### config.mk
export PLATFORM = sky130hd
export DESIGN_NAME = gate_chk_settle_timer
export DESIGN_NICKNAME = d
export VERILOG_FILES = /design/src/rtl/gate_chk_settle_timer.sv
export SDC_FILE = /design/constraint.sdc
export NUM_CORES = 1
export LEC_CHECK = 0
export ABC_AREA = 1
export CORE_AREA = 2 2 39 41
export CTS_CLUSTER_DIAMETER = 60
export DETAILED_ROUTE_END_ITERATION = 8
export DIE_AREA = 0 0 41 43
export PLACE_DENSITY = 0.39
export SYNTH_ARGS = -nofsm -noshare
export SYNTH_HDL_FRONTEND = slang
export SYNTH_SLANG_ARGS = --single-unit
### constraint.sdc
create_clock -name clk -period 1.6 [get_ports clk]
set_input_delay 0.32 -clock clk [delete_from_list [all_inputs] [get_ports clk]]
set_output_delay 0.32 -clock clk [all_outputs]
set_load 0.03 [all_outputs]
### src/rtl/gate_chk_settle_timer.sv
// Settle-time down-counter: loaded while a vector is driven, counts down
// while settling, flags expiry in the last settle cycle.
module gate_chk_settle_timer #(
   parameter int unsigned SETTLE_CYCLES = 2
) (
   input  logic clk,
   input  logic rst,
   input  logic load_i,
   input  logic en_i,
   output logic expired_o
);

   localparam logic [3:0] LOAD_VAL = 4'(SETTLE_CYCLES);

   logic [3:0] cnt_q;
   logic [3:0] cnt_d;

   always_comb begin
      cnt_d = cnt_q;
      if (load_i) begin
         cnt_d = LOAD_VAL;
      end else if (en_i && (cnt_q != 4'd0)) begin
         cnt_d = cnt_q - 4'd1;
      end
   end

   // A zero count also expires so the sweep can never stall in SETTLE.
   assign expired_o = en_i && (cnt_q <= 4'd1);

   always_ff @(posedge clk or posedge rst) begin
      if (rst) begin
         cnt_q <= 4'd0;
      end else begin
         cnt_q <= cnt_d;
      end
   end

endmodule

==> results of run 1 <==
[cell usage in the layout (no fill, tap or decap), drive strengths merged]
cell type and count:
a21oi 1, buf 4, nand2 9, nor2 6, o211ai 1, inv 6, clkdlybuf4s50 3, o21ai 2
nand4 1, nand3 2, xor2 1, ha 3, clkbuf 3, dfrtp 4
[cells in the mapped netlist]
library cell	count	area, um^2
a21oi_2	1	8.760
dfrtp_1	4	100.1
xor2_1	1	8.760
nor2_2	1	6.260
nand2_1	9	33.78
o21ai_1	2	10.01
nand3_1	2	10.01
nand4_1	1	6.260
ha_1	3	37.54
o211ai_1	1	7.510
inv_1	6	22.52
nor2_1	5	18.77
[critical path, delay by kind of cell, from the launching register on]
family	cells	cell delay, ps
fa+ha+maj	1	150
simple gates	1	80
buf+inv	2	270
compound gates	1	60
flops	1	400
[per-stage QoR]
step	worst slack, ps	std cells	instance area (um^2)
floorplan	127.7	36	270.3
global placement	170.9	56	327.8
detailed placement	172.3	56	327.8
CTS	16.21	59	350.3
global route	5.793	62	385.4
finish	90.11	62	385.4
[power by group]
group          switching [uW]  internal [uW]
sequential               11.8            112
combinational            55.9           50.2
clock                    37.6           83.7
[final timing paths]
check	to	slack, ps
max	expired_o	90
min	cnt_q[0]	270
max reg2reg	cnt_q[3]	280
min reg2reg	cnt_q[2]	550
max in group asynchronous	cnt_q[3]	1180
min in group clk	cnt_q[2]	550
[layout make-up]
type                       instances  area share (%)
multi-input combinational         26           41.56
sequential                         4           25.97
timing repair buffer               7           15.58
clock buffer                       3           5.844
inverter                           6           5.844
tap                               16           5.195
[layer usage]
| layer | share of wire [%] | vias to the layer above | global-route usage, % |
|---|---|---|---|
| li1 | - | 135 | - |
| met1 | 46 | 104 | 10.78 |
| met5 | 0 | - | 0 |
| met3 | 3.9 | 2 | 3.141 |
| met4 | 1.9 | 0 | 12.00 |
| met2 | 48 | 4 | 7.813 |
[logic make-up (layout without fill, tap and decap cells)]
family          after synthesis  after routing  share of synthesized area (%)
buf+inv                       6             16                          8.333
compound gates                4              4                          9.724
fa+ha+maj                     3              3                          13.89
flops                         4              4                          37.04
simple gates                 18             18                          27.78
xor+xnor                      1              1                          3.241
[repair_timing]
action                     CTS  global route
setup endpoints to repair    1             1
hold buffers                 0             0
buffers inserted             0             3
gates resized for setup      1             3
==> reports/metrics.cfg, run 1 <==
[sta]
tightest_slew_ps=200.2
fmax_ghz=0.6623
report.final.slew_viol_count=0
fin_skew_ps=1.059
setup_viol=0
fin_tns_setup_ps=0
fin_hold_ws_ps=271.1
fin_crit_sh_pct=94.37
hold_viol=0
rsz0062_at_grt=no
period_minus_slack_ps=1510
maxSlewHeadroom_pct=86.66

[setup_path]
r2r_cells=7
critPathLaunch=cnt_q[0]
path_max_fanout=4
cpMaxStageDelayCell=dfrtp_1
startpoint_type=flip-flop
crit_required_ps=1280
reg2reg_from=cnt_q[0]
worstPathCellList=inv_2 -> ha_4 -> o21ai_1 -> nor2_1 -> buf_4
slowest_delay_ps=400
end_kind=output port
critPathKind=flip-flop to output port
cp.arrival_ps=1190

[placed_design]
place.gp.congestion=0.6116
hpwlAfterDp_um=382.9
io_buffers=4

[finish]
drive_above_1_share_pct=26.09
seqCellArea_um2=100.1
syn2layout_area_growth_pct=42.59
multi_input_area_um2=160.2
fin_nets=55
largest_register=cnt_q
largest_register_ff_count=4
final_core_util_pct=27.85
reg_top3=cnt_q x4
antenna_cells=0
nFillCells=155

[synthesis]
syn_avg_cell_area_um2=7.507
syn-num-nets=43
synthesis.area_um2=270.3
synth.distinct_cells=12
postSynthCellCount=36
synth_seq_cells=4
seq_area_frac_synth_pct=37.04
synth_warnings=0

[drt]
drtPass1Iterations=3
postRouteAntennaNets=0
via_count=245
drc_errors=0
routedWlPerCell_um=8.597
drt_iter0_drc=2
via_per_inst=3.952
wl_um=533

[floorplanning]
core_mm2=0.001384
die_h_um=43
start_util_pct=19.53
num_rows=14
dieArea_mm2=0.001763
io_pins=5
die_w_um=41

[hold_path]
hp-class=primary input to asynchronous set/reset pin

[global_route]
grt_pass1_vias=222
overflow=0
antenna_found_initial=0
grt_start_max_net_pins=6
grt_usage_pct=8.274
grt_pass1_wl_um=876

[run]
drv_cap=0

[cts]
cts_buffers=3
clock_sinks=4
cts_htree_levels=1
worstSkewPairLatency_ps=230
cts_tree=yes
cts.reportedPaths.clkPinSlew_ps=40
root_buffer=clkbuf_4
clk_path_buf_depth=2

[status]
status=finished, final reports clean

[pwr]
irDropWorstVdd_mv=0.2953
power.density_mw_per_mm2=912.4
finalPower_uw=351.6
p_leak_uw=0.0002034

Power figures use the tool's default switching activity.
==> run 2, diff against run 1 <==
--- a/config.mk
+++ b/config.mk
@@ -7,6 +7,7 @@
 export LEC_CHECK = 0
 export ABC_AREA = 1
 export CORE_AREA = 2 2 39 41
+export CTS_BUF_LIST = sky130_fd_sc_hd__clkbuf_16
 export CTS_CLUSTER_DIAMETER = 60
 export DETAILED_ROUTE_END_ITERATION = 8
 export DIE_AREA = 0 0 41 43
==> reports/metrics.cfg, run 2 (synthesis gave the netlist of run 1 again) <==
[finish]
syn2layout_area_growth_pct=58.33
largest_register_ff_count=4
fin_nets=55
reg_top3=cnt_q x4
nFillCells=148
largest_register=cnt_q
antenna_cells=0
multi_input_area_um2=150.1
seqCellArea_um2=100.1
drive_above_1_share_pct=26.09
final_cell_mix=nand2_1 (9), nor2_1 (5), inv_1 (4), dfrtp_1 (4), buf_4 (4)
stdcell_area_um2=427.9
final_common_cell=nand2_1

[setup_path]
crit_family=flip-flops
cp.arrival_ps=1200
end_kind=output port
startpoint_type=flip-flop
cpMaxStageDelayCell=dfrtp_1
worstPathCellList=inv_2 -> ha_2 -> o21ai_1 -> nor2_1 -> buf_4
path_buf_inv=2
path_max_fanout=4
critPathKind=flip-flop to output port
crit_required_ps=1280
slowest_delay_ps=390

[pwr]
switchingPower_uw=127.0
irDropWorstVdd_mv=0.6505
power.density_mw_per_mm2=1411
pwr-share-clk_pct=63.4
p_seq_share_pct=20.6
p_leak_uw=0.0002248
p_int_uw=476.9
p_sw_share_pct=21.03
p_comb_share_pct=16.0

[drt]
via_per_inst=3.806
postRouteAntennaNets=0
routedWlPerCell_um=8.274
drt_iter0_drc=2
wl_um=513
drtPass1Iterations=2
drc_errors=0
via_count=236

[sta]
tightest_slew_ps=201.6
fin_tns_setup_ps=0
maxSlewHeadroom_pct=86.56
report.final.slew_viol_count=0
fmax_ghz=0.6574
hold_viol=0
fin_crit_sh_pct=95.07
rsz0062_at_grt=no
period_minus_slack_ps=1521
fin_skew_ps=0.2808
setup_viol=0

[global_route]
overflow=0
grt_start_max_net_pins=6
grt_pass1_vias=229
grt_usage_pct=8.266
grt_pass1_wl_um=910
antenna_found_initial=0

[cts]
cts_buffers=3
cts_htree_levels=1
root_buffer=clkbuf_16
cts_tree=yes
clk_path_buf_depth=2
worstSkewPairLatency_ps=220
clock_sinks=4
cts.reportedPaths.clkPinSlew_ps=30
cts_hold_buf=0

[floorplanning]
start_util_pct=19.53
num_rows=14
die_h_um=43
die_w_um=41
dieArea_mm2=0.001763
core_mm2=0.001384
io_pins=5

[placed_design]
hpwlAfterDp_um=382.9
place.gp.congestion=0.6116
io_buffers=4
dpl_cell_area_um2=327.8

[status]
status=finished, final reports clean

[run]
drv_cap=0

[hold_path]
hp-class=primary input to asynchronous set/reset pin

-- run 2: changes by cell type in the layout (fill, tap and decap cells not counted) --
cell / before / now
ha_2: 0 / 1
ha_4: 1 / 0
clkbuf_4: 3 / 0
clkbuf_16: 0 / 3
-- run 2: power groups by stage --
stage,sequential (uW),clock (uW),combinational [uW]
finish,124,383,96.8
global route,126,398,113
CTS,124,391,85.2
detailed placement,124,0,83.7
global placement,125,0,85.8
floorplan,122,0,62.2
-- run 2: final timing paths --
check	start	slack (ps)	depth (start not counted)	end
worst max-delay path	cnt_q[0]	80	5	expired_o
worst min-delay path	rst	280	2	cnt_q[0]
worst max register to register	cnt_q[0]	290	7	cnt_q[3]
worst min register to register	cnt_q[2]	550	2	cnt_q[2]
max in group asynchronous	rst	1170	2	cnt_q[3]
min in group clk	cnt_q[2]	550	2	cnt_q[2]
-- run 2: per-layer routing --
| metal | routed length [um] | track usage, % | up-vias | part of all wire, % |
|---|---|---|---|---|
| li1 | - | - | 134 | - |
| met1 | 262 | 10.75 | 96 | 51 |
| met2 | 222 | 8.750 | 4 | 43 |
| met3 | 20 | 3.141 | 2 | 3.9 |
| met4 | 8 | 10.00 | 0 | 1.6 |
| met5 | 0 | 0 | - | 0 |
-- run 2: layout make-up --
cell class	instances	share of cell area [%]
clock buffers	3	17.54
inverters	6	5.263
multi-input cells	26	35.09
flip-flops and latches	4	23.39
well taps	16	4.678
repair buffers	7	14.04
-- run 2: through the flow --
step	power [uW]	hold WS, ps	utilization [%]	setup WS (ps)	cells
final	603.9	282.1	30.92	78.93	62
after global routing	637.6	313.1	30.92	4.790	62
after CTS	599.5	288.5	29.11	32.10	59
after detailed placement	208.0	520.2	23.69	172.3	56
after global placement	210.3	515.9	23.69	170.9	56
after floorplan	184.1	86.08	-	127.7	36
-- run 2: timing repair --
item,CTS,global route
gates resized for setup,1,2
endpoints found under the setup margin,1,1
cloned,0,0
setup buffers,0,3
-- run 2: worst register-to-register path, cell delays in order, from the launching register on --
cell and delay (ps):
dfrtp_1 370, inv_2 70, buf_4 130, ha_1 210, a21oi_2 220, nor2_1 80, nand2_1 60, nand2_1 50
==> run 3, diff against run 2 <==
--- a/config.mk
+++ b/config.mk
@@ -6,9 +6,10 @@
 export NUM_CORES = 1
 export LEC_CHECK = 0
 export ABC_AREA = 1
+export CAP_MARGIN = 10
 export CORE_AREA = 2 2 39 41
 export CTS_BUF_LIST = sky130_fd_sc_hd__clkbuf_16
-export CTS_CLUSTER_DIAMETER = 60
+export CTS_CLUSTER_DIAMETER = 80
 export DETAILED_ROUTE_END_ITERATION = 8
 export DIE_AREA = 0 0 41 43
 export PLACE_DENSITY = 0.39
==> results of run 3 <==
The final DEF is identical to that of run 2; final timing and power are the same.
